==> src/rtl/decode_pkg.sv <==
// Shared types for the decode stage slice: address type, immediate mode,
// PC-mapped register index and the D->E pipeline bundle.
package decode_pkg;

    localparam int DP_BITS       = 24;
    localparam int DP_REG_ADDR_W = 4;

    typedef logic [DP_REG_ADDR_W-1:0] reg_addr_t;

    typedef enum logic {
        IMM_ZERO = 1'b0,
        IMM_SIGN = 1'b1
    } imm_src_e;

    localparam reg_addr_t TOP_REG = '1;

    typedef struct packed {
        logic [DP_BITS-1:0] rd1;
        logic [DP_BITS-1:0] rd2;
        logic [DP_BITS-1:0] ext_imm;
        reg_addr_t          wa4;
        reg_addr_t          ra2;
        logic               load;
        logic               valid;
    } de_pipe_t;

endpackage

==> src/rtl/decode_regfile.sv <==
// Register file with two combinational read ports, write-first bypass,
// PC-mapped top index and optional hardwired-zero R0 (DECODE_ZERO_REG_EN).
module decode_regfile
    import decode_pkg::*;
#(
    parameter int BITS       = DP_BITS,
    parameter int REG_ADDR_W = DP_REG_ADDR_W
) (
    input  logic                  clk,
    input  logic                  rst_n,
    input  logic                  we,
    input  logic [REG_ADDR_W-1:0] wa,
    input  logic [BITS-1:0]       wd,
    input  logic [REG_ADDR_W-1:0] ra1,
    input  logic [REG_ADDR_W-1:0] ra2,
    input  logic [BITS-1:0]       pc,
    output logic [BITS-1:0]       rd1,
    output logic [BITS-1:0]       rd2
);

    localparam int NREG = 2 ** REG_ADDR_W;
    localparam logic [REG_ADDR_W-1:0] TOP_IDX = TOP_REG;

`ifdef DECODE_ZERO_REG_EN
    localparam bit ZERO_REG = 1'b1;
`else
    localparam bit ZERO_REG = 1'b0;
`endif

    logic [BITS-1:0] mem [NREG];
    logic            wr_ok;

    // Top index is PC-mapped and R0 may be hardwired, so neither stores.
    always_comb begin
        wr_ok = we && (wa != TOP_IDX);
        if (ZERO_REG && wa == '0)
            wr_ok = 1'b0;
    end

    // Storage update; contents deliberately survive reset.
    always_ff @(posedge clk) begin
        if (rst_n && wr_ok)
            mem[wa] <= wd;
    end

    // Port 1: zero reg, then PC index, then same-cycle bypass, then storage.
    always_comb begin
        rd1 = mem[ra1];
        if (ZERO_REG && ra1 == '0)
            rd1 = '0;
        else if (ra1 == TOP_IDX)
            rd1 = pc;
        else if (we && wa == ra1)
            rd1 = wd;
    end

    // Port 2: same priority as port 1.
    always_comb begin
        rd2 = mem[ra2];
        if (ZERO_REG && ra2 == '0)
            rd2 = '0;
        else if (ra2 == TOP_IDX)
            rd2 = pc;
        else if (we && wa == ra2)
            rd2 = wd;
    end

endmodule

==> src/rtl/decode_pipe_stage.sv <==
// Decode stage: regfile read, immediate extension, D->E register and
// load-use hazard detect. Option macro: DECODE_ZERO_REG_EN.
module decode_pipe_stage
    import decode_pkg::*;
#(
    parameter int BITS       = DP_BITS,
    parameter int REG_ADDR_W = DP_REG_ADDR_W,
    parameter int IMM_W      = 16,
    parameter int RA1_LSB    = 10,
    parameter int RA2_LSB    = 6
) (
    input  logic                  CLK,
    input  logic                  RST,
    input  logic                  ValidD,
    input  logic [BITS-1:0]       InstrD,
    input  logic [BITS-1:0]       PCPlus1F,
    input  logic                  ImmSrcD,
    input  logic                  LoadD,
    input  logic                  StallD,
    input  logic                  FlushE,
    input  logic                  WE4,
    input  logic [REG_ADDR_W-1:0] WA4W,
    input  logic [BITS-1:0]       ResultW,
    output logic [BITS-1:0]       RD1E,
    output logic [BITS-1:0]       RD2E,
    output logic [BITS-1:0]       ExtImmE,
    output logic [REG_ADDR_W-1:0] WA4E,
    output logic [REG_ADDR_W-1:0] RA2E,
    output logic                  LoadE,
    output logic                  ValidE,
    output logic                  HazardD
);

`ifdef DECODE_ZERO_REG_EN
    localparam bit ZERO_REG = 1'b1;
`else
    localparam bit ZERO_REG = 1'b0;
`endif

    logic [REG_ADDR_W-1:0] ra1_d;
    logic [REG_ADDR_W-1:0] ra2_d;
    logic [BITS-1:0]       rd1_d;
    logic [BITS-1:0]       rd2_d;
    logic [BITS-1:0]       ext_d;
    imm_src_e              imm_src;
    de_pipe_t              d_q;
    de_pipe_t              e_q;
    logic                  wa_hit;
    logic                  wa_live;

    assign ra1_d   = InstrD[RA1_LSB +: REG_ADDR_W];
    assign ra2_d   = InstrD[RA2_LSB +: REG_ADDR_W];
    assign imm_src = imm_src_e'(ImmSrcD);

    decode_regfile #(
        .BITS       (BITS),
        .REG_ADDR_W (REG_ADDR_W)
    ) u_rf (
        .clk   (CLK),
        .rst_n (RST),
        .we    (WE4),
        .wa    (WA4W),
        .wd    (ResultW),
        .ra1   (ra1_d),
        .ra2   (ra2_d),
        .pc    (PCPlus1F),
        .rd1   (rd1_d),
        .rd2   (rd2_d)
    );

    // Zero- or sign-extend the low immediate field to the datapath width.
    always_comb begin
        ext_d = {{(BITS-IMM_W){1'b0}}, InstrD[IMM_W-1:0]};
        if (imm_src == IMM_SIGN)
            ext_d = {{(BITS-IMM_W){InstrD[IMM_W-1]}}, InstrD[IMM_W-1:0]};
    end

    // Bundle the decode-side values that the E register captures.
    always_comb begin
        d_q         = '0;
        d_q.rd1     = rd1_d;
        d_q.rd2     = rd2_d;
        d_q.ext_imm = ext_d;
        d_q.wa4     = ra1_d;
        d_q.ra2     = ra2_d;
        d_q.load    = LoadD;
        d_q.valid   = ValidD;
    end

    // E register: reset, then flush (bubble), then stall (hold), else capture.
    always_ff @(posedge CLK) begin
        if (!RST)
            e_q <= '0;
        else if (FlushE)
            e_q <= '0;
        else if (!StallD)
            e_q <= d_q;
    end

    assign RD1E    = e_q.rd1;
    assign RD2E    = e_q.rd2;
    assign ExtImmE = e_q.ext_imm;
    assign WA4E    = e_q.wa4;
    assign RA2E    = e_q.ra2;
    assign LoadE   = e_q.load;
    assign ValidE  = e_q.valid;

    // Load-use detect: a load in E whose target is read by the live D instr.
    always_comb begin
        wa_hit  = (e_q.wa4 == ra1_d) || (e_q.wa4 == ra2_d);
        wa_live = 1'b1;
        if (ZERO_REG && e_q.wa4 == '0)
            wa_live = 1'b0;
        HazardD = ValidD && e_q.valid && e_q.load && wa_hit && wa_live;
    end

endmodule

==> config.mk <==
export PLATFORM = sky130hd
export DESIGN_NAME = decode_pipe_stage
export DESIGN_NICKNAME = d
export VERILOG_FILES = /design/src/rtl/decode_pkg.sv /design/src/rtl/decode_regfile.sv /design/src/rtl/decode_pipe_stage.sv
export SDC_FILE = /design/constraint.sdc
export NUM_CORES = 1
export LEC_CHECK = 0
export ABC_AREA = 1
export CAP_MARGIN = 10
export CORE_MARGIN = 5
export CORE_UTILIZATION = 50
export CTS_CLUSTER_SIZE = 28
export DETAILED_ROUTE_END_ITERATION = 7
export PLACE_DENSITY_LB_ADDON = 0.1
export SYNTH_ARGS = -nofsm -noshare
export SYNTH_HDL_FRONTEND = slang
export SYNTH_SLANG_ARGS = --single-unit
==> constraint.sdc <==
create_clock -name CLK -period 2.9 [get_ports CLK]
set_clock_uncertainty 0.05 [all_clocks]
set_input_delay 0.725 -clock CLK [delete_from_list [all_inputs] [get_ports CLK]]
set_output_delay 0.725 -clock CLK [all_outputs]
set_load 0.01 [all_outputs]
### Word-level counts from Yosys, hierarchy flattened

Memory sizes are Yosys's and may differ from the RTL's.
Index checks and enable logic that the tools add are counted.

* equality and inequality tests: 7
* mux-type cells: 7
* bitwise logic cells: 1
* reduce and logical (&&, ||, !) cells: 9

Operators by type and width (count)
* two-way mux 24 bit: 5
* equality test 4 bit: 4
* equality test 4 bit (second input constant): 2
* logical AND 1 bit: 7
* inequality test 4 bit (second input constant): 1
* two-way mux 1 bit: 2
* OR reduction 2 bit: 1
* logical OR 1 bit: 1
* inverter 1 bit: 1

* register bits after elaboration: 82
* memory bits (writable): 384
* bits of input ports: 84
* output and inout bits: 83
* logic and storage cells: 32
* memories kept: 1

Memory list
* u_rf.mem: words 16, bits a word 24, rd ports 2, clocked after Yosys merged registers in 0, write ports 1, RTL line decode_regfile.sv:30 `logic [BITS-1:0] mem [NREG];`

### Logic depth before layout (Yosys ltp)

Gate-level depths: netlist (run 1).

* depth after elaboration: 5
* gate-level depth with buffers: 12
* gate-level depth less buffers: 10

### Cells and area by module

From an unflattened synthesis (run 1), not the netlist that was laid out.

* cells, all modules: 2990
* area, all modules: 23944.2 um^2

Modules (own cells, without submodules)
* decode_regfile: times used 1, cells each 2646, area an instance 21241.6 um^2, sequential area each 11531.1 um^2
* decode_pipe_stage: times used 1, cells each 344, area an instance 2702.6 um^2, sequential area each 1341.3 um^2

### Least setup slack after synthesis (run 1)

OpenSTA, ideal clock, no wires.

* path type: input to register
* start: input port WA4W[0]
* end: memory u_rf.mem[0][0] (netlist bit) (enable)
* setup time: 405 ps
* data arrival time: 2393 ps
* required time: 2445 ps
* slack: 53 ps
* stages: 5
* path buffers: 0
* cell sequence: inv_1 nor3_1 nor3_1 nand3_1 nor2_1

* cells in the longest elaborated chain, start to end: 5

Ends and longest elaborated chain
* start: declaration: RTL line decode_pipe_stage.sv:22 `input logic [REG_ADDR_W-1:0] WA4W,`
* inequality test 4 bit: RTL line decode_regfile.sv:35 `wr_ok = we && (wa != TOP_IDX);`
* logical AND 1 bit: RTL line decode_regfile.sv:35
* logical AND 1 bit: RTL line decode_regfile.sv:42 `if (rst_n && wr_ok)`
* two-way mux 1 bit: RTL line decode_regfile.sv:42
* two-way mux 1 bit (implied by the code): RTL line decode_regfile.sv:43 `mem[wa] <= wd;`
* end: declaration: RTL line decode_regfile.sv:30

Several ways; a longest one is shown, not always the timed one.

### Worst setup path in the final report (run 1)

* start: input port ValidD
* end: output port HazardD

* cells in the longest elaborated chain, start to end: 3

Ends and longest elaborated chain
* start: declaration: RTL line decode_pipe_stage.sv:14 `input logic ValidD,`
* logical AND 1 bit (3 in a row): RTL line decode_pipe_stage.sv:114 `HazardD = ValidD && e_q.valid && e_q.load && wa_hit && wa_live;`
* end: declaration: RTL line decode_pipe_stage.sv:31 `output logic HazardD`

Every way passes these cells.

==> results of run 1 <==
-- synthesized netlist by cell type --
cell type / count / area (um2)
nand2_1: 1003 / 3760
nand3_1: 536 / 2680
edfxtp_1: 384 / 11500
inv_1: 298 / 1120
a21oi_1: 166 / 831
buf_2: 100 / 500
dfxtp_1: 67 / 1340
nor2_1: 64 / 240
o21ai_0: 56 / 280
clkbuf_1: 55 / 206
o211ai_1: 49 / 368
buf_4: 33 / 248
buf_1: 12 / 45.0
inv_2: 8 / 30.0
xnor2_1: 8 / 70.1
buf_6: 5 / 56.3
nor2_2: 4 / 25.0
inv_4: 2 / 12.5
nand4_1: 2 / 12.5
nor3_1: 2 / 10.0
nor3_2: 2 / 20.0
conb_1: 1 / 3.75
o211ai_2: 1 / 12.5
-- worst paths after layout --
kind	start	end	slack [ps]	depth (start not counted)
setup reg to reg	u_rf.mem[11][6]	RD2E[6]	1470	10
hold reg to reg	ExtImmE[1]	ExtImmE[1]	420	2
hold / removal	ExtImmE[1]	ExtImmE[1]	420	2
setup / recovery	ValidD	HazardD	120	5
-- where the power goes --
group | switching [W] | internal [W] | leakage (nW)
clock | 0.00252 | 0.00346 | 0.749
combinational | 0.00126 | 0.000645 | 7.17
sequential | 0.0000642 | 0.00716 | 4.03
total | 0.00385 | 0.0113 | 11.9
-- sequential cells by signal, indices dropped and copies added (netlist names) --
register / count
ExtImmE: 17
LoadE: 1
RD1E: 24
RD2E: 24
ValidE: 1
u_rf.mem: 384
-- cells by family (layout without fill, tap and decap cells) --
group | count (synthesis) | after routing | share of synthesized area, %
other cells | 1 | 26 | 0.0160
buf+inv | 513 | 681 | 9.47
flops | 451 | 451 | 55.0
simple gates | 1613 | 1613 | 28.9
xor+xnor | 8 | 8 | 0.299
compound gates | 272 | 272 | 6.37
-- routing by layer --
| metal | track usage, % | vias up | share of wire, % |
|---|---|---|---|
| li1 | - | 9681 | - |
| met1 | 41.9 | 9953 | 39 |
| met2 | 47.7 | 1387 | 44 |
| met3 | 7.87 | 244 | 13 |
| met4 | 11.7 | 0 | 3.8 |
| met5 | 0 | - | 0 |
-- area by class of cell --
cell class              instances  area (um2)  area share [%]
repair buffers                287        3040            10.9
clock inverters                21         145           0.520
diodes                          2        5.00          0.0179
inverters                     308        1170            4.18
multi-input cells            1917        8560            30.6
clock buffers                  65        1370            4.91
well taps                     607         759            2.72
flip-flops and latches        451       12900            46.1
-- stage by stage --
| stage | area (um2) | power, W | setup TNS [ps] |
|---|---|---|---|
| after floorplan | 23500 | 0.00835 | 0 |
| after detailed placement | 26400 | 0.00921 | -1910 |
| after CTS | 27900 | 0.0151 | 0 |
| after global routing | 27900 | 0.0156 | 0 |
| final | 27900 | 0.0151 | 0 |
| after global placement | 26400 | 0.00918 | -2490 |
-- worst max-delay path: cells and delay by family --
kind                   cells  cell delay, ps
buffers and inverters      3             870
AO/OA/AOI/OAI              1             230
AND/OR/NAND/NOR            1             180
-- layout by cell type (no fill, tap or decap) --
cell / n
nand4_1: 2
nor2_2: 3
clkdlybuf4s50_1: 148
dfxtp_2: 3
clkbuf_1: 9
a21oi_1: 165
nand3_1: 536
bufinv_16: 2
dfxtp_1: 63
o211ai_2: 1
clkinv_2: 7
o211ai_1: 49
dfxtp_4: 1
buf_4: 90
dlygate4sd2_1: 3
clkbuf_16: 51
conb_1: 24
nand2_1: 1003
clkbuf_8: 4
diode_2: 2
clkinv_1: 11
buf_6: 2
buf_2: 3
nor3_1: 2
buf_12: 41
o21ai_0: 56
nor3_4: 2
inv_4: 4
inv_6: 1
inv_1: 298
xnor2_2: 1
xnor2_1: 7
clkbuf_2: 1
inv_2: 6
edfxtp_1: 384
a21oi_2: 1
nor2_4: 17
nor2_1: 48
-- what timing repair did --
item                                    CTS  global route
endpoints found under the setup margin    1             0
resized for setup                        10             0
setup buffers                             0             0
hold buffers                              0             0
==> run summary, run 1 <==
The die footprint was 51200 um2. For this block, the routed nets add up to 80900 um of wire. The routed layout has 21300 vias. In this run the tightest slew margin relative to its limit is 51.0%.

The tightest min-delay check is of the reg -> reg type. The HPWL after detailed placement is 49200 um. The H-tree was split into 2 levels. The logs give 49 for the number of buffers inserted during clock tree synthesis and 2858 for the synthesized instance count. The logs give 0.892 for the global placer's final weighted congestion and 3 for the number of antenna violations at the first check in global routing.

Maximum net fanout on the critical path: 2. The final reports fail on design-rule violations. Max-slew violation count: 0. The power density of the placed cells came out at 542 nW/um2. The initial utilization of the core area, before any placement, comes to 50.4%.

Aggregate global routing overflow: 0. The logs give 0.470 mV for the worst supply voltage drop on vdd and 167 for the I/O pin total. The clock reaches the later pin of the worst-skew pair after 600 ps.

The die is 226 um wide. Average footprint of a synthesized cell: 8.19 um2. The final setup slack of the worst path is 118 ps, and the number of synthesized register bits is 451. The share of the clock period used by the worst path is 95.9%, and the arrival time reported for the critical path endpoint is 2010 ps. Setup repair after global routing left no endpoint under its margin.

The max-cap violation count came out at 0. After the flow finishes, the layout carries non-filler instances totaling 3658. Row count: 79. Input and output buffers added on the ports amount to 158. The run finished, with violations left.

In this run the vertical extent of the chip is 226 um. For the number of nets in the finished design, the log shows 3098. STA classifies the critical path endpoint as a primary output.

Traced cell by cell, the critical path runs through clkdlybuf4s50_1 -> nand3_1 -> a21oi_2 -> buf_4 -> dlygate4sd2_1. After detailed routing, the number of remaining DRC violations is 4. On the worst path, the slowest cell contributes a delay of 480 ps.

Synthesis instantiated 23 different standard cells from the library. For the setup-violating endpoint count in the final report, the log shows 0. The achievable clock frequency is 359 MHz, and the required time of the worst setup path is 2120 ps. The longest clock path from root to sink contains 3 buffers. For this design the static power due to leakage is 11.9 nW. The number of global-route vias before repair was 20100. The count of TritonRoute iterations in the first routing pass came out at 8. The layout overhead on the synthesized area came out at 19.3%. Entering global routing, the biggest net connects 96 pins.

The tools report the post-layout utilization of the core as 60.1%. The number of placed instances, taps included, is 3570. In this run the remaining antenna-violating nets after routing total 0. TritonCTS built the clock tree. Critical path start-end classification: in -> out. The synthesized netlist occupies a cell area of 23400 um2. For this run, the number of Yosys warnings is 0. For the number of hold-slack violations in the final timing report, the log shows 0. Using the TritonRoute via totals, the vias-per-cell ratio works out to 5.81.

The clock slew seen by the registers of the worst setup and hold paths was 60 ps. Global routing used 30.7% of the available tracks across all layers. Cells with a size suffix above 1 make up 7.90% of the layout. The logs give 418 ps for the final-layout worst hold slack and 3914 for the final-layout fill cell count. The detailed router finished its first iteration with 2681 violations.

The fraction of the yosys area taken by sequential cells was 55.0%; the detail-routed net length per standard cell was 22.1 um. The tools report the category of the worst setup path launch point as an input pin. The cell with the biggest individual delay on the critical path is clkdlybuf4s50_1. The tree built by TritonCTS fans out to 451 sinks. The floorplan step defined a core boundary enclosing 46500 um2. The minimum clock period after layout was 2780 ps; the minimum setup slack after placement was -432 ps. The root buffer cell chosen for the clock tree is clkbuf_16.

The run gives 119000 um as the wire length of the first global-routing pass. At the pin with the least slew margin, the transition time is 735 ps.
Note: power is estimated with default switching activity, not from simulation.
==> run 2: changes to the inputs <==
--- a/config.mk
+++ b/config.mk
@@ -12,6 +12,7 @@
 export CTS_CLUSTER_SIZE = 28
 export DETAILED_ROUTE_END_ITERATION = 7
 export PLACE_DENSITY_LB_ADDON = 0.1
+export SETUP_SLACK_MARGIN = 0.3
 export SYNTH_ARGS = -nofsm -noshare
 export SYNTH_HDL_FRONTEND = slang
 export SYNTH_SLANG_ARGS = --single-unit
==> constraint.sdc (replaced) <==
create_clock -name CLK -period 3.1 [get_ports CLK]
set_clock_uncertainty 0.05 [all_clocks]
set_input_delay 0.775 -clock CLK [delete_from_list [all_inputs] [get_ports CLK]]
set_output_delay 0.775 -clock CLK [all_outputs]
set_load 0.01 [all_outputs]
==> run 2 against run 1 <==
  * The run now ends clean
  * Worst hold slack got worse by 1.0 ps
  * Via count increased by 1.0%
  * Register-to-register slack better by 190 ps
  * Non-clock buffer count down 9
  * Total power decreased by 1.9%
  * Cell area is 0.55% higher
  * Sequential power is 6.5% lower
  * Die area is the same
  * Flip-flop and latch count did not move
  * Critical endpoint unchanged
  * Largest power group unchanged
==> run summary, run 2 (synthesis gave the netlist of run 1 again) <==
The tools report the category of the worst setup path launch point as an input pin. The largest net degree at the start of global routing was 101; the static power due to leakage was 12.0 nW. Detailed placement ended at an HPWL of 50100 um. The die covers 51200 um2. In this run the power spent charging and discharging nets is 0.00371 W. The count of input and output buffers came out at 158. The smallest clock period supported by the final layout is computed as 2760 ps. The run gives 0.0148 W as the post-route total power.

Counting both buffers and inverters, the worst setup path holds a total of 3. The I/O pin total is 167. Dividing the final minimum period by the clock period gives 89.0%.

Internal power comes to 0.0111 W. The endpoint identified for the worst register-to-register timing path is RD1E[17]. In this run the core area contains 79 standard-cell rows.

Once the clock tree was built, the setup fixing pass inserted 0 buffers. For this run, the slowest stage of the critical path takes 260 ps. Walking the worst path, the cells encountered are dlygate4sd2_1 -> xnor2_1 -> nand4_1 -> a21oi_4 -> buf_4 -> clkdlybuf4s15_2. The routed via count was 21500. For the final routed database, the setup TNS stands at 0 ps. Leaving out fill and tap cells, the most frequent cell in the layout is nand2_1. The setup check on the worst reg-to-reg path leaves a slack of 1660 ps. At the end of the flow, the number of nets in the layout was 3089.

The congestion estimate from routability-driven global placement came to 0.870. For the number of hold-slack violations in the final timing report, the log shows 0. The register with the most flip-flops in the final layout is u_rf.mem. The tools report the share of total power in combinational logic as 12.0%. The die span in x is 226 um, and the arrival time reported for the critical path endpoint is 1930 ps. In this run the vertical extent of the chip is 226 um. The slowest stage of the critical path is the dlygate4sd2_1 cell. Setup violations remaining at the end of the flow were counted as 0.

The detail-routed net length per standard cell was 22.6 um; the area of combinational cells with multiple inputs was 8580 um2. Leaving out fill and tap cells, the most frequent cells in the layout are 1003 x nand2_1, 535 x nand3_1, 384 x edfxtp_1, 298 x inv_1, 165 x a21oi_1. At the worst endpoint, the required time is 2270 ps. The kind of cell with the highest combined delay along the critical path is buffers and inverters. Of the total power, the share spent switching nets is 25.0%. TritonCTS built the clock tree. Global routing consumed, over all layers together, 31.5% of the routing resources.

The number of antenna violations at the first check in global routing is 3, and the remaining routing DRC violations is 0. In the final layout, flip-flops and latches occupy 12900 um2. At the pin with the least slew margin, the transition time is 738 ps.

Average via count per standard cell: 5.88. The launch instance of the worst register-to-register path was u_rf.mem[9][17]. Clock tree synthesis selected as its root buffer the cell clkbuf_16. The number of H-tree levels was 2. The final layout contains routed wiring with a total length of 82700 um.

Once the floorplan was initialized, standard cells occupied 50.4% of the core. The maximum net fanout on the critical path is 2. The worst hold path passes through 2 cells.

The core area came out at 46500 um2. Summed over all layers, the global routing overflow is 0. The max-cap violation count is 0, and the power density of the placed cells is 528 nW/um2.

The register with the most flip-flops in the layout has 384 of them. Buffers inserted during clock tree synthesis total 49. The worst-case IR drop observed on VDD is 0.392 mV. The path with the worst hold slack has its endpoint at ExtImmE[4]. Max-slew violation count: 0. Number of global-route vias before repair: 20300. For the wire length of the first global-routing pass, the log shows 123000 um. The layout overhead on the synthesized area was 19.9%; the worst reg2reg path depth was 10. In the final layout, the share of cells above drive strength 1 is 8.04%. The sequential cell fraction of total power was 45.5%. The kind of end point of the critical path was a primary output.

The startpoint identified for the worst hold timing path is ExtImmE[4]. The logs give 0 for the remaining number of nets flagged by the antenna check after routing and 3 for the maximum clock path buffer count. For the worst-skew pair, the clock arrives at the later sink with an insertion delay of 600 ps. The share of total power dissipated in the clock network is 42.4%. The first TritonRoute pass finished after 7 iterations.

Clock slew seen by the registers of the worst setup and hold paths: 60 ps. In this run, the number of DRC markers left after iteration 0 of detailed routing was 2847. The critical path start-end classification was in -> out.

The filler cells instantiated in the layout total 3967. Timing would allow up to 363 MHz. The tools report the headroom to the max-slew limit as 50.8%. The clock net in this run drives a total of 451 sinks. Setup repair after global routing left no endpoint under its margin. The path class of the tightest hold or removal check is reg -> reg.

The run finished with clean final reports.
-- run 2: cell types whose count changed in the layout (fill, tap and decap cells not counted), sizes merged --
cell           previous run  this run
buf                     136       127
bufinv                    2         9
clkbuf                   65        63
clkdlybuf4s15             0         2
dlygate4sd2               3         1
clkinv                   18        19
diode                     2         1
-- run 2: power groups by stage --
stage,Sequential [W],Clock (W),Combinational [W]
after global placement,0.00688,0,0.00170
after global routing,0.00676,0.00662,0.00191
after CTS,0.00676,0.00636,0.00174
after detailed placement,0.00689,0,0.00173
after floorplan,0.00689,0,0.000923
final,0.00676,0.00630,0.00178
-- run 2: through the flow --
step / setup WS [ps] / instance area [um2] / hold WS (ps) / utilization (%) / instances
3_5_place_dp: -273 / 26300 / 410 / 56.6 / 3561
2_1_floorplan: 203 / 23500 / 440 / - / 2881
6_report: 342 / 28100 / 417 / 60.4 / 3654
3_3_place_gp: -258 / 26300 / 401 / 56.6 / 3561
5_1_grt: 319 / 28100 / 437 / 60.4 / 3654
4_1_cts: 317 / 28000 / 419 / 60.4 / 3653
-- run 2: how the worst max path moves through the flow --
stage	start	end	slack (ps)	cells after the start
2_1_floorplan	WA4W[0]	u_rf.mem[0][0]	200	5
3_3_place_gp	InstrD[9]	HazardD	-260	6
3_5_place_dp	InstrD[9]	HazardD	-270	6
4_1_cts	ValidD	HazardD	320	5
5_1_grt	InstrD[13]	HazardD	320	6
6_report	InstrD[13]	HazardD	340	6
-- run 2: timing repair --
| action | 4_1_cts | 5_1_grt |
|---|---|---|
| hold buffers | 0 | 0 |
| gates resized for setup | 13 | 7 |
| endpoints found under the setup margin | 1 | 1 |
| pin swaps | 1 | 4 |
-- run 2: tightest hold or removal path: stages (launching register included) --
cell	delay, ps
dfxtp_1	310
nand2_1	60
a21oi_1	50
-- run 2: per-layer routing --
layer  routed length (um)  global-route usage [%]
met1                32400                    43.9
met2                37100                    49.4
met3                 9940                    6.07
met4                 3260                    12.1
met5                   13                       0
-- run 2: area by class of cell --
cell class | instances | area share, %
flip-flops and latches | 451 | 45.9
clock buffers | 63 | 4.85
multi-input cells | 1917 | 30.6
clock inverters | 29 | 1.29
inverters | 308 | 4.15
diodes | 1 | 0.00891
repair buffers | 278 | 10.5
well taps | 607 | 2.71
==> variant 1: new RTL, config.mk and constraints of run 1 <==
Make the reset (`RST`) asynchronous in one clocked block.
--- a/src/rtl/decode_pipe_stage.sv
+++ b/src/rtl/decode_pipe_stage.sv
@@ -88,7 +88,7 @@
     end
 
     // E register: reset, then flush (bubble), then stall (hold), else capture.
-    always_ff @(posedge CLK) begin
+    always_ff @(posedge CLK or negedge RST) begin
         if (!RST)
             e_q <= '0;
         else if (FlushE)
Behaviour: differs if RST is asserted again (counterexample within 4 cycles, from zero or initial values and one cycle with RST low); with RST held inactive, the same outputs for 4 cycles.
==> variant 1 against run 1 <==
Routed wire length fell by 0.61%; power up 2.1%; non-clock buffer count is 5 higher; worst setup slack worse by 0.035 ns; sequential share of layout area is essentially flat; design area is 2.5% higher; sequential cell count unchanged; synthesized area grew 2.1%; register-to-register slack got worse by 0.11 ns.
==> variant 1: results (changes against run 1) <==
Outcome -> completed
Placed insts -> 3,689 (+3.3%)
IO Port Bufs -> 158 (unchanged)
FF-to-FF End -> RD1E[11]$_DFFE_PN0P_
CP arrival -> 2.04 ns (+0.03 ns)
Async set or reset register ratio after synthesis -> 14.9% (+15 points)
Syn_area_per_cell -> 8.10 um^2 (-1.2%)
Gp weighted congestion -> 0.922 (+3.4%)
Post-synth cell types -> 27 (+17%)
DR vias/cell -> 5.68 (-2.3%)
Worst Setup SP -> InstrD[12]
Top cells by count, synth -> nand2_1, nand3_1, edfxtp_1
Sequential fraction of the synthesis area -> 55.3% (+0.27 points)
Post-synth EDFFs -> 384 (unchanged)
FF-to-FF path depth -> 12 (+2)
Clock transition at path regs -> 0.06 ns (about the same)
Antenna cells -> 0 (-2)
Clock tree buffer depth -> 3 (unchanged)
Total Routed Length -> 80.4 mm (-0.61%)
DP Worst Slack -> -0.579 ns (-0.147 ns)
Detail Placement HPWL -> 51.0 mm (+3.5%)
Min setup slack post-route -> 0.0829 ns (-0.0350 ns)
Largest register FFs -> 384 (unchanged)
Top post-synthesis cells by area -> edfxtp_1, nand2_1, nand3_1
Num CTS Buffers -> 50 (+2.0%)
Initial drt markers -> 2,519 (-6.0%)
Via Count -> 21,500 (+1.0%)
Nets -> 3,209 (+3.6%)
Initial antenna violation count -> 0 (-3)
Yosys warns -> 0 (unchanged)
First-pass GRT wire length -> 121 mm (+1.6%)
Root Driver -> clkbuf_16
Antenna-violating nets left -> 0 (unchanged)
Fraction of layout cells with a size suffix above 1 -> 7.68% (-0.23 points)
Largest net degree at the start of global routing -> 101 (+5.2%)
Clk_lat worst skew -> 0.60 ns (about the same)
Critical Path Sink -> HazardD
Max VDD drop -> 0.000439 V (-6.7%)
Worst Hold Class -> input pin to async pin
Gr usage total -> 29.9% (-0.83 points)
Filler cell count -> 4,055 (+3.6%)
Drt first pass iters -> 6 (-2)
Biggest register -> u_rf.mem
Reg2reg start -> u_rf.mem[11][11]$_DFFE_PP_
H-tree depth -> 2 (unchanged)
Worst slew pin tran -> 0.818 ns (+0.0826 ns)
Leakage -> 0.0129 uW (+8.3%)
R2R Setup Slk -> 1.36 ns (-0.11 ns)
variant 1: cell count changes in the layout (fill, tap and decap cells not counted), sizes merged, moves of 3 or more:
| cell | run 1 | this run |
|---|---|---|
| nand2 | 1003 | 1234 |
| a21oi | 166 | 44 |
| dfrtp | 0 | 67 |
| dfxtp | 67 | 0 |
| o21ai | 56 | 8 |
| inv | 309 | 325 |
| nor2 | 68 | 82 |
| clkinv | 18 | 29 |
| a22o | 0 | 10 |
| buf | 136 | 140 |
| clkbuf | 65 | 62 |
variant 1: final cells by class:
class	instances	area [um^2]	area share [%]
timing repair buffer	292	3220	11.2
multi-input combinational	2001	8640	30.2
clock buffer	62	1330	4.64
inverter	329	1240	4.34
sequential	451	13200	46.1
tap	615	769	2.69
clock inverter	30	226	0.791
variant 1: cell families after synthesis:
family | Yosys count | synth area share [%]
compound gates | 114 | 3.09
xor+xnor | 9 | 0.330
buf+inv | 523 | 9.27
flops | 451 | 55.3
other cells | 1 | 0.0157
simple gates | 1854 | 32.0
variant 1: how the worst min path moves through the flow:
| stage | end | slack (ns) | cells after the start |
|---|---|---|---|
| 6_report | RD2E[4]$_DFFE_PN0P_ | 0.32 | 2 |
| 5_1_grt | RD2E[4]$_DFFE_PN0P_ | 0.41 | 2 |
| 4_1_cts | RD2E[1]$_DFFE_PN0P_ | 0.34 | 2 |
| 3_5_place_dp | RD2E[1]$_DFFE_PN0P_ | 0.41 | 2 |
| 3_3_place_gp | RD1E[1]$_DFFE_PN0P_ | 0.41 | 2 |
| 2_1_floorplan | ExtImmE[0]$_DFFE_PN0P_ | 0.38 | 0 |
variant 1: power by group:
group          switching, uW  leakage, uW  internal, uW  total [uW]
sequential              82.0      0.00437          7210        7290
clock                   2570     0.000761          3500        6080
combinational           1350      0.00781           730        2080
variant 1: per-layer routing:
metal | routed length [um] | track usage (%) | part of all wire [%] | vias up
met3 | 8960 | 6.05 | 11 | 220
met5 | 0 | 0 | 0 | -
met2 | 36600 | 48.1 | 46 | 1307
met1 | 32100 | 40.7 | 40 | 10100
li1 | - | - | - | 9857
met4 | 2770 | 10.5 | 3.4 | 0
variant 1: timing repair:
item / 4_1_cts / 5_1_grt
resized for setup: 9 / 1
pin swaps: 2 / 1
endpoints found under the setup margin: 1 / 1
setup buffers: 0 / 0
variant 1: worst max-delay path: stages:
cell	delay [ns]
clkdlybuf4s50_1	0.47
buf_6	0.13
xnor2_1	0.12
nand4_1	0.15
a21oi_4	0.26
buf_2	0.18
variant 1: per-stage QoR:
step                      cell area [um^2]  power [uW]
after global placement               27100        9410
after CTS                            28600       15500
after global routing                 28600       16000
final                                28600       15400
after floorplan                      24000        8470
after detailed placement             27100        9450
==> variant 2: new RTL, flow settings as in run 1 <==
Made on the original files. The option `DECODE_ZERO_REG_EN` is turned on by a define.
--- a/src/rtl/decode_regfile.sv
+++ b/src/rtl/decode_regfile.sv
@@ -1,5 +1,7 @@
 // Register file with two combinational read ports, write-first bypass,
 // PC-mapped top index and optional hardwired-zero R0 (DECODE_ZERO_REG_EN).
+`define DECODE_ZERO_REG_EN
+
 module decode_regfile
     import decode_pkg::*;
 #(
Behaviour: not the same (a bounded check fails within 4 cycles, from zero or initial values).
==> variant 2 against run 1 <==
Largest power group unchanged; worst setup slack lost 0.039 ns; synthesized cell count shrank 0.45%; power is essentially flat; sequential cell count is the same; sequential share of layout area grew 0.23 points; design area shrank 0.55%; fmax shrank 1.4%; synthesized area grew 0.13%; via count shrank 4.0%; routed wire length shrank 8.6%.
==> variant 2: results (changes against run 1) <==
Outcome -> completed
Num CTS Buffers -> 50 (+2.0%)
Leakage -> 0.0116 uW (-2.8%)
Worst Hold Class -> flop to flop
Max VDD drop -> 0.000520 V (+11%)
Main synth FF type -> edfxtp_1
Gp weighted congestion -> 0.879 (-1.4%)
Filler cell count -> 4,063 (+3.8%)
Initial antenna violation count -> 0 (-3)
Yosys warns -> 0 (unchanged)
Worst Setup SP -> InstrD[12]
Design Power -> 15,100 uW (about the same)
Relative max-transition margin -> 38.8% (-12 points)
Clock tree buffer depth -> 3 (unchanged)
Post-CTS Setup Inserts -> 0 (unchanged)
Biggest register -> u_rf.mem
Clk_lat worst skew -> 0.60 ns (about the same)
Async set or reset register ratio after synthesis -> 0% (unchanged)
Clock power share -> 39.6% (about the same)
Largest net degree at the start of global routing -> 179 (+86%)
DR vias/cell -> 5.59 (-3.8%)
Master of the slowest instance on the critical path -> clkdlybuf4s50_1
IO Port Bufs -> 158 (unchanged)
Largest register FFs -> 384 (unchanged)
Switching part of the total power -> 25.5% (+0.034 points)
WL/cell -> 20.3 um (-8.4%)
Hold path start -> RD2E[2]$_SDFFE_PP0N_
Initial drt markers -> 2,346 (-12%)
Peak fanout along the critical path -> 2 (unchanged)
Clock transition at path regs -> 0.06 ns (about the same)
H-tree depth -> 2 (unchanged)
Top post-synthesis cells by area -> edfxtp_1, nand2_1, dfxtp_1
First-pass GRT wire length -> 111 mm (-7.3%)
Nets -> 3,092 (-0.19%)
Cell family with most CP delay -> buffers and inverters
Reg power frac -> 48.0% (+0.2 points)
Top cells by count, synth -> nand2_1, edfxtp_1, nor2_1
Detail Placement HPWL -> 44.2 mm (-10%)
CP arrival -> 2.05 ns (+0.04 ns)
Number of global-route vias before repair -> 19,700 (-1.8%)
Post-synth EDFFs -> 384 (unchanged)
Fraction of layout cells with a size suffix above 1 -> 6.90% (-1.0 points)
Gr usage total -> 28.1% (-2.6 points)
Final setup fails -> 0 (unchanged)
Drt first pass iters -> 6 (-2)
Root Driver -> clkbuf_16
Antenna cells -> 0 (-2)
Reg2reg start -> u_rf.mem[8][13]$_DFFE_PP_
Sequential fraction of the synthesis area -> 54.9% (-0.070 points)
Max incr delay on CP -> 0.44 ns (-0.04 ns)
Post-synth cell types -> 29 (+26%)
[variant 2: what timing repair did]
item / in CTS / in global routing
endpoints found under the setup margin: 1 / 1
pin swaps: 0 / 1
hold buffers: 0 / 0
gates resized for setup: 4 / 3
[variant 2: final timing paths]
kind                                               to  slack, ns  depth (start not counted)
worst max-delay path                          HazardD       0.08                          5
worst min-delay path             RD2E[2]$_SDFFE_PP0N_       0.41                          2
worst max register to register  RD2E[13]$_SDFFE_PP0N_       1.39                         10
worst min register to register   RD2E[2]$_SDFFE_PP0N_       0.41                          2
[variant 2: metrics by stage]
stage	setup slack (ns)	setup TNS [ns]	instances	area, um^2	hold slack, ns
finish	0.0794	0	3650	27800	0.413
global route	0.00972	0	3650	27800	0.428
detailed placement	-0.380	-0.387	3563	26300	0.408
floorplan	0.136	0	2892	23600	0.440
global placement	-0.419	-0.419	3563	26300	0.402
CTS	0.0209	0	3650	27800	0.416
[variant 2: layout make-up]
type,instances,share of cell area (%)
Inverter,218,2.96
Clock inverter,23,0.721
Clock buffer,64,4.69
Sequential cell,451,46.4
Multi-Input combinational cell,2023,32.1
Tap cell,607,2.73
Timing Repair Buffer,264,10.4
[variant 2: routing by layer]
layer	share of wire [%]	vias up	track usage [%]
met3	8.4	220	4.80
met5	0	-	0
met4	6.7	0	17.3
met1	39	9584	35.9
met2	46	988	44.9
li1	-	9618	-
[variant 2: cells by family after synthesis]
kind of cell / after synthesis / share of synthesized area (%)
other: 1 / 0.0160
AOI/OAI and AO/OA: 385 / 10.1
buffers and inverters: 418 / 8.21
DFF: 451 / 54.9
xor gates and xnor gates: 9 / 0.336
and+or+nand+nor: 1581 / 26.4
[variant 2: worst reg2reg max path: cells and delay by family (launching register included)]
kind | cells | cell delay [ns]
simple gates | 7 | 0.64
flops | 1 | 0.39
compound gates | 3 | 0.31
